### src/rtl/gpu_dispatch_pkg.sv
// Shared types for the GPU job dispatcher and its descriptor FIFO.
package gpu_dispatch_pkg;

  localparam int ADDR_W = 32;

  typedef struct packed {
    logic [ADDR_W-1:0] a;
    logic [ADDR_W-1:0] b;
    logic [ADDR_W-1:0] c;
  } gpu_job_t;

endpackage

### src/rtl/gpu_job_fifo.sv
// Synchronous descriptor FIFO; pointers carry an extra MSB so full and empty
// are distinguished without a separate flag.
module gpu_job_fifo
  import gpu_dispatch_pkg::*;
#(
  parameter  int DEPTH = 4,
  localparam int AW    = $clog2(DEPTH)
) (
  input  logic          clk,
  input  logic          rst,
  input  logic          push,
  input  logic          pop,
  input  gpu_job_t      din,
  output gpu_job_t      dout,
  output logic          full,
  output logic          empty,
  output logic [AW:0]   count
);

  gpu_job_t    mem_q [DEPTH];
  logic [AW:0] wr_ptr_q, wr_ptr_d;
  logic [AW:0] rd_ptr_q, rd_ptr_d;
  logic        do_push, do_pop;

  assign count   = wr_ptr_q - rd_ptr_q;
  assign empty   = (wr_ptr_q == rd_ptr_q);
  assign full    = (count == (AW+1)'(DEPTH));
  assign do_push = push && !full;
  assign do_pop  = pop && !empty;
  assign dout    = mem_q[rd_ptr_q[AW-1:0]];

  // Advance pointers on accepted push/pop.
  always_comb begin
    wr_ptr_d = wr_ptr_q + (AW+1)'(do_push);
    rd_ptr_d = rd_ptr_q + (AW+1)'(do_pop);
  end

  // Pointer registers; reset empties the queue.
  always_ff @(posedge clk) begin
    if (rst) begin
      wr_ptr_q <= '0;
      rd_ptr_q <= '0;
    end else begin
      wr_ptr_q <= wr_ptr_d;
      rd_ptr_q <= rd_ptr_d;
    end
  end

  // Descriptor storage; contents are don't-care while empty.
  always_ff @(posedge clk) begin
    if (do_push) mem_q[wr_ptr_q[AW-1:0]] <= din;
  end

endmodule

### src/rtl/gpu_job_dispatcher.sv
// Buffers matrix-job descriptors and issues them round-robin to free GPU
// units with a one-cycle start pulse; counts completions and reports idle.
module gpu_job_dispatcher
  import gpu_dispatch_pkg::*;
#(
  parameter  int NUM_UNITS  = 8,
  parameter  int FIFO_DEPTH = 4,
  parameter  int CNT_WIDTH  = 16,
  localparam int UW         = $clog2(NUM_UNITS),
  localparam int FCW        = $clog2(FIFO_DEPTH) + 1
) (
  input  logic                 clk,
  input  logic                 rst,
  input  logic                 job_valid,
  output logic                 job_ready,
  input  logic [ADDR_W-1:0]    job_a,
  input  logic [ADDR_W-1:0]    job_b,
  input  logic [ADDR_W-1:0]    job_c,
  input  logic [NUM_UNITS-1:0] unit_busy,
  output logic [NUM_UNITS-1:0] unit_start,
  output logic [ADDR_W-1:0]    matrix_a [NUM_UNITS],
  output logic [ADDR_W-1:0]    matrix_b [NUM_UNITS],
  output logic [ADDR_W-1:0]    matrix_c [NUM_UNITS],
  output logic [CNT_WIDTH-1:0] jobs_done,
  output logic                 all_idle,
  output logic [FCW-1:0]       fifo_count
);

  // Returns {found, unit}: first set bit of free scanning from ptr upward.
  function automatic logic [UW:0] rr_pick(input logic [NUM_UNITS-1:0] free,
                                          input logic [UW-1:0]        ptr);
    logic [UW:0] res;
    int          idx;
    res = '0;
    for (int i = NUM_UNITS - 1; i >= 0; i--) begin
      idx = int'(ptr) + i;
      if (idx >= NUM_UNITS) idx -= NUM_UNITS;
      if (free[UW'(idx)]) res = {1'b1, UW'(idx)};
    end
    return res;
  endfunction

  gpu_job_t             head;
  logic                 fifo_full, fifo_empty, push, dispatch;
  logic [NUM_UNITS-1:0] free, falls;
  logic [UW:0]          pick;
  logic [UW-1:0]        pick_u;
  int                   rr_nxt;

  logic [NUM_UNITS-1:0] pending_q, pending_d;
  logic [NUM_UNITS-1:0] busy_q;
  logic [NUM_UNITS-1:0] unit_start_q, unit_start_d;
  logic [UW-1:0]        rr_ptr_q, rr_ptr_d;
  logic [CNT_WIDTH-1:0] jobs_done_q, jobs_done_d;
  logic                 all_idle_q, all_idle_d;
  logic [ADDR_W-1:0]    matrix_a_q [NUM_UNITS], matrix_a_d [NUM_UNITS];
  logic [ADDR_W-1:0]    matrix_b_q [NUM_UNITS], matrix_b_d [NUM_UNITS];
  logic [ADDR_W-1:0]    matrix_c_q [NUM_UNITS], matrix_c_d [NUM_UNITS];

  assign job_ready = !rst && !fifo_full;
  assign push      = job_valid && job_ready;

  gpu_job_fifo #(.DEPTH(FIFO_DEPTH)) u_fifo (
    .clk   (clk),
    .rst   (rst),
    .push  (push),
    .pop   (dispatch),
    .din   ('{a: job_a, b: job_b, c: job_c}),
    .dout  (head),
    .full  (fifo_full),
    .empty (fifo_empty),
    .count (fifo_count)
  );

  // Pick a free unit, build dispatch updates, and accumulate completions.
  always_comb begin
    free         = ~unit_busy & ~pending_q;
    pick         = rr_pick(free, rr_ptr_q);
    pick_u       = pick[UW-1:0];
    dispatch     = !fifo_empty && pick[UW];
    pending_d    = pending_q & ~unit_busy;
    unit_start_d = '0;
    matrix_a_d   = matrix_a_q;
    matrix_b_d   = matrix_b_q;
    matrix_c_d   = matrix_c_q;
    rr_ptr_d     = rr_ptr_q;
    rr_nxt       = int'(pick_u) + 1;
    if (rr_nxt >= NUM_UNITS) rr_nxt = 0;
    if (dispatch) begin
      pending_d[pick_u]    = 1'b1;
      unit_start_d[pick_u] = 1'b1;
      matrix_a_d[pick_u]   = head.a;
      matrix_b_d[pick_u]   = head.b;
      matrix_c_d[pick_u]   = head.c;
      rr_ptr_d             = UW'(rr_nxt);
    end
    falls       = busy_q & ~unit_busy;
    jobs_done_d = jobs_done_q + CNT_WIDTH'($countones(falls));
    all_idle_d  = fifo_empty && (unit_busy == '0) && (pending_q == '0);
  end

  // State registers.
  always_ff @(posedge clk) begin
    if (rst) begin
      pending_q    <= '0;
      busy_q       <= '0;
      unit_start_q <= '0;
      rr_ptr_q     <= '0;
      jobs_done_q  <= '0;
      all_idle_q   <= 1'b1;
      matrix_a_q   <= '{default: '0};
      matrix_b_q   <= '{default: '0};
      matrix_c_q   <= '{default: '0};
    end else begin
      pending_q    <= pending_d;
      busy_q       <= unit_busy;
      unit_start_q <= unit_start_d;
      rr_ptr_q     <= rr_ptr_d;
      jobs_done_q  <= jobs_done_d;
      all_idle_q   <= all_idle_d;
      matrix_a_q   <= matrix_a_d;
      matrix_b_q   <= matrix_b_d;
      matrix_c_q   <= matrix_c_d;
    end
  end

  assign unit_start = unit_start_q;
  assign jobs_done  = jobs_done_q;
  assign all_idle   = all_idle_q;
  assign matrix_a   = matrix_a_q;
  assign matrix_b   = matrix_b_q;
  assign matrix_c   = matrix_c_q;

endmodule

### config.mk
export PLATFORM = sky130hd
export DESIGN_NAME = gpu_job_dispatcher
export DESIGN_NICKNAME = d
export VERILOG_FILES = /design/src/rtl/gpu_dispatch_pkg.sv /design/src/rtl/gpu_job_fifo.sv /design/src/rtl/gpu_job_dispatcher.sv
export SDC_FILE = /design/constraint.sdc
export NUM_CORES = 2
export LEC_CHECK = 0
export ABC_AREA = 1
export BUFFER_PORTS_ARGS = -buffer_cell sky130_fd_sc_hd__buf_2
export CAP_MARGIN = 20
export CORE_AREA = 8 8 341 343
export DETAILED_ROUTE_END_ITERATION = 8
export DIE_AREA = 0 0 349 351
export SYNTH_ARGS = -nofsm -noshare
export SYNTH_HDL_FRONTEND = slang
export SYNTH_SLANG_ARGS = --single-unit
### constraint.sdc
create_clock -name clk -period 23 [get_ports clk]
set_clock_uncertainty 0.05 [all_clocks]
set_input_delay 4.6 -clock clk [delete_from_list [all_inputs] [get_ports clk]]
set_output_delay 4.6 -clock clk [all_outputs]
set_load 0.005 [all_outputs]
Word-level counts from Yosys, hierarchy flattened
Memory sizes are Yosys's and may differ from the RTL's. A register that Yosys moved wholly into a read port is not among the register bits. Cells that the tools add are included.

Bitwise operators: 8. Eq/ne operators: 2. $add $sub $neg: 27. Mux-type cells: 52. Reduce and logical (&&, ||, !) cells: 15. Magnitude comparators: 21.

Operators by type and width (number): $bwmux W256 (3); $demux W32 S3 (1); $lt A3 B5 Y1 const B (8); $ge A4 B4 Y1 const B (9); $mux W32 (1); $mux W4 (8); $mux W3 (9); $and A8 B8 Y8 (3); $bmux W1 S3 (8); $sub A3 B1 Y3 const B (8); $mux W1 (19); $add A16 B4 Y16 (1); $add A3 B3 Y4 const B (4); $logic_not A8 Y1 (2); $not A8 Y8 (2); $logic_and A1 B1 Y1 (9); $add A1 B1 Y2 (4); $add A3 B1 Y4 const B (2); $add A3 B2 Y4 const B (2); $mux W8 (1); $or A8 B8 Y8 (1); $add A2 B2 Y3 (2); $add A3 B1 Y3 (2); $add A3 B3 Y4 (1); other kinds (13) (15).

Bits of input ports: 107. Word-level logic and storage cells: 158. Register bits: 818. Memories: 1. Bits in writable memories: 384. Output and inout bits: 797.

Memories: u_fifo.mem_q (words 4, width 96, rd ports 1, clocked after memory_dff 1, write ports 1, RTL line gpu_job_fifo.sv:20) `gpu_job_t mem_q [DEPTH];`.

Depth between registers and ports, before layout
Depth in word-level cells: 20. Mapped depth: 25. Mapped depth without buffers: 21.

Modules after synthesis
From an unflattened synthesis, not the netlist that was laid out.

Cell total of the unflattened synthesis: 6177. Area, all modules: 48739.2 um2.

By module, submodules not included: gpu_job_dispatcher (sequential area each 16255.6 um2, cells each 5192, area an instance 34070.2 um2, instances 1); gpu_job_fifo (sequential area each 11651.2 um2, cells each 985, area an instance 14669.1 um2, instances 1).

Worst setup path after synthesis
Ideal clock, no wire load.

Path type: in2reg. Start: input port rst. End: memory u_fifo.mem_q[0][0] (netlist name), enable pin. Data arrival time: 11.828 ns. Stages: 7. Path slack: 10.452 ns. Data required time: 22.281 ns. Library setup time: 0.669 ns. Path buffers: 2. Path through: clkbuf_1 -> inv_1 -> clkbuf_1 -> nand2_1 -> inv_1 -> nand2_1 -> nor3_1.

Word-level cells in the longest chain between the ends: 6.

RTL lines: start, declared (RTL line gpu_job_dispatcher.sv:13) `input logic rst,`; $logic_not A1 Y1 (RTL line gpu_job_dispatcher.sv:60) `assign job_ready = !rst && !fifo_full;`; $logic_and A1 B1 Y1 (RTL line gpu_job_dispatcher.sv:60); net job_ready (RTL line gpu_job_dispatcher.sv:15) `output logic job_ready,`; $logic_and A1 B1 Y1 (RTL line gpu_job_dispatcher.sv:61) `assign push = job_valid && job_ready;`; $logic_and A1 B1 Y1 (RTL line gpu_job_fifo.sv:28) `assign do_push = push && !full;`; $mux W1 (RTL line gpu_job_fifo.sv:51) `if (do_push) mem_q[wr_ptr_q[AW-1:0]] <= din;`; $mux W1 (not written as such) (RTL line gpu_job_fifo.sv:51); end, declared (RTL line gpu_job_fifo.sv:20).

The timed path passes the listed nets, and every way through them passes these cells.

Worst setup path after layout
Start: input port rst. End: output port job_ready.

Word-level cells in the longest chain between the ends: 2.

RTL lines (RTL line): $logic_not A1 Y1 (gpu_job_dispatcher.sv:60); $logic_and A1 B1 Y1 (gpu_job_dispatcher.sv:60); end, declared (gpu_job_dispatcher.sv:15).

Every way passes these cells.

==> results.toml <==
[run_status]
status = "completed"

[floorplan]
rows = 123
die_w_microns = 349
core_sq_mm = 0.111
die-area_sq_mm = 0.122
start_util_pct = 41.0
io_pins = 904
die_h_microns = 351

[critical_path]
cpLargestDelayFamily = "buffers and inverters"
worstSetupEndpoint = "job_ready"
critPathRequiredTime_ns = 18.35
reg2reg_from = "rr_ptr_q[0]"
worst_setup_path_start_kind = "input port"
ff2ff_path_depth = 18
path_max_fanout = 166
critPathSlowestCell = "buf_2"
worstPathArrival_ns = 6.05
cp_num_buf_inv = 4
path_common_cell = "buf_2"
path_depth = 5
cp_cell_sequence = "buf_2 -> inv_8 -> nand2_1 -> inv_1 -> buf_2"
reg2reg_slack_ns = 18.38
cp-end-kind = "output port"
worstSetupPathType = "input port to output port"
max_stage_delay_ns = 0.55
crit_path_start = "rst"
reg2reg_to = "matrix_a[14]"

[clock_tree]
clkTransAtPathRegs_ns = 0.06
clockRootBuffer = "clkbuf_16"
clockBufferDepth = 3
clock-sinks = 1202
clk_latency_ns = 0.72
cts-buffers-inserted = 121
cts_setup_buffers = 0
cts_tree = "done"
cts_resized = 0
htreeDepth = 3
cts-hold-fix-buffers = 0

[synthesis]
ys.flop_type = "dfxtp_1"
synth_nets = 5552
synth_warnings = 0
synth_edf_count = 384
synthCells = 5424
ys_seq_area_share_pct = 61.2
ys_ff_latch = 1202
syn_area_sq_mm = 0.0456
synth_area_per_cell_sq_um = 8.40
ys_types = 37
synthArstFlopShare_pct = 0

[route]
routed_wl_mm = 154
ant_nets = 0
wl_per_cell_microns = 19.6
num_vias = 38100
drt_iter0_markers = 2855
drc = 0
dr.pass1.iters = 5
vias_per_cell = 4.86

[power]
vdd_drop_max_v = 0.000133
p_per_area_mw_per_mm2 = 142
leakage_uw = 0.0271

[sta]
setup_ws_ns = 12.30
worst_slew_pin_slew_ns = 1.32
final_max_slew_viol_count = 0
fin_crit_ns = 10.70
grt_setup_unrepaired = "false"
fin_crit_sh_pct = 46.5
finalSetupViolations = 0
relSlewSlack_pct = 12.1
hold_ws_ns = 0.414
max_freq_ghz = 0.0934
setup-tns-final_ns = 0
hold_violations = 0

[global_routing]
antenna_found_initial = 51
gr-usage-met3_pct = 5.21
grt_pass1_wl_mm = 223
grt_overflow = 0
grt_util_met1_pct = 29.1
grt_max_degree = 167
grt_util_met2_pct = 39.5
grt_pass1_vias = 34900
busiest_layer = "met2"
gr-usage-all-layers_pct = 23.7

[final_layout]
syn2layout_area_growth_pct = 21.0
final_util_pct = 49.6
seqCellArea_sq_mm = 0.0279
drive_gt1_share_pct = 19.2
fin_nets = 6329
final_cells = 7839
fill_cells = 10700
multi_input_area_sq_mm = 0.0146

[placement]
dp_slack_ns = 12.28
gp_congestion = 0.816
port_buffers = 903
dpl.hpwl_mm = 101
dp_cells = 7577

[hold_path]
hold_start = "pending_q[1]"
hold_path_class = "flop to flop"

[flow_run]
drv_cap = 0
-- worst register-to-register path, stage by stage (launching register included) --
cell	delay, ns
dfxtp_1	0.56
inv_2	0.20
ha_1	0.51
inv_1	0.18
nand3_1	0.15
nand3_1	0.10
nand2_1	0.08
nand3_1	0.06
nand2_1	0.06
nand2_1	0.05
nand2_1	0.05
nand2_1	0.07
a21oi_2	0.36
nand3_2	0.23
nor2_4	0.18
buf_4	0.48
buf_4	0.76
o21ai_0	0.30
nor2_1	0.14
-- cells by family after synthesis --
group           Yosys count  share of synthesized area [%]
compound gates          677                           7.94
buf+inv                 770                           6.92
xor+xnor                  7                          0.135
simple gates           2747                           23.1
fa+ha+maj                21                          0.675
flops                  1202                           61.2
-- cell usage in the layout (no fill, tap or decap), types with 11 or more instances in the layout --
cell type  instances
a21oi_1           62
a32oi_1           37
buf_2            903
buf_4             71
clkbuf_1          30
clkbuf_16        122
clkbuf_8          13
clkinv_1          17
clkinv_2          25
dfxtp_1          816
diode_2           31
edfxtp_1         384
ha_1              15
inv_1            432
inv_2             11
nand2_1          963
nand3_1           33
nor2_1          1710
o21ai_0          473
o21ai_1           40
o22ai_1           57
-- report_power, final --
group | leakage [uW] | total (uW) | switching (uW) | internal [uW]
clock | 0.00194 | 1950 | 845 | 1100
combinational | 0.0150 | 2940 | 2060 | 880
sequential | 0.0101 | 2940 | 246 | 2690
-- cell type report --
class | instances | share of cell area [%]
flip-flops and latches | 1202 | 50.6
diodes | 31 | 0.141
clock inverters | 62 | 1.03
well taps | 1500 | 3.40
clock buffers | 168 | 6.09
inverters | 450 | 3.11
repair buffers | 974 | 9.16
multi-input cells | 3452 | 26.4
-- worst min-delay path by stage --
stage              endpoint  slack (ns)  depth (start not counted)
2_1_floorplan  pending_q[0]        0.39                          2
3_3_place_gp   pending_q[4]        0.40                          2
3_5_place_dp   pending_q[7]        0.40                          2
4_1_cts        pending_q[7]        0.41                          2
5_1_grt        pending_q[5]        0.43                          2
6_report       pending_q[1]        0.41                          2
-- registers in the layout (all words and copies together), names as in the netlist, 8 cells and up --
name	cells
busy_q	8
matrix_b	256
u_fifo.mem_q	384
matrix_a	256
pending_q	8
jobs_done	16
unit_start	8
matrix_c	256
-- per-stage QoR --
step / cell area [sq um] / power (uW)
after floorplan: 45600 / 4610
after global placement: 51100 / 5870
after detailed placement: 51100 / 5920
after CTS: 55100 / 7880
after global routing: 55100 / 8310
final: 55100 / 7830
-- synth_stat cells, types with 15 or more instances --
library cell	n	share of area [%]
a21oi_1	62	0.68
a32oi_1	37	0.71
buf_2	81	0.89
buf_4	23	0.38
clkbuf_1	196	1.6
dfxtp_1	818	36
edfxtp_1	384	25
ha_1	15	0.41
inv_1	434	3.6
inv_2	16	0.13
nand2_1	963	7.9
nand3_1	33	0.36
nor2_1	1710	14
o21ai_0	473	5.2
o21ai_1	40	0.44
o22ai_1	59	0.81
-- per-layer routing --
metal / routed length (microns) / share of wire, %
met1: 62300 / 41
met2: 72400 / 47
met3: 11800 / 7.7
met4: 7180 / 4.7
met5: 137 / 0.089
Note: power is estimated with default switching activity, not from simulation.
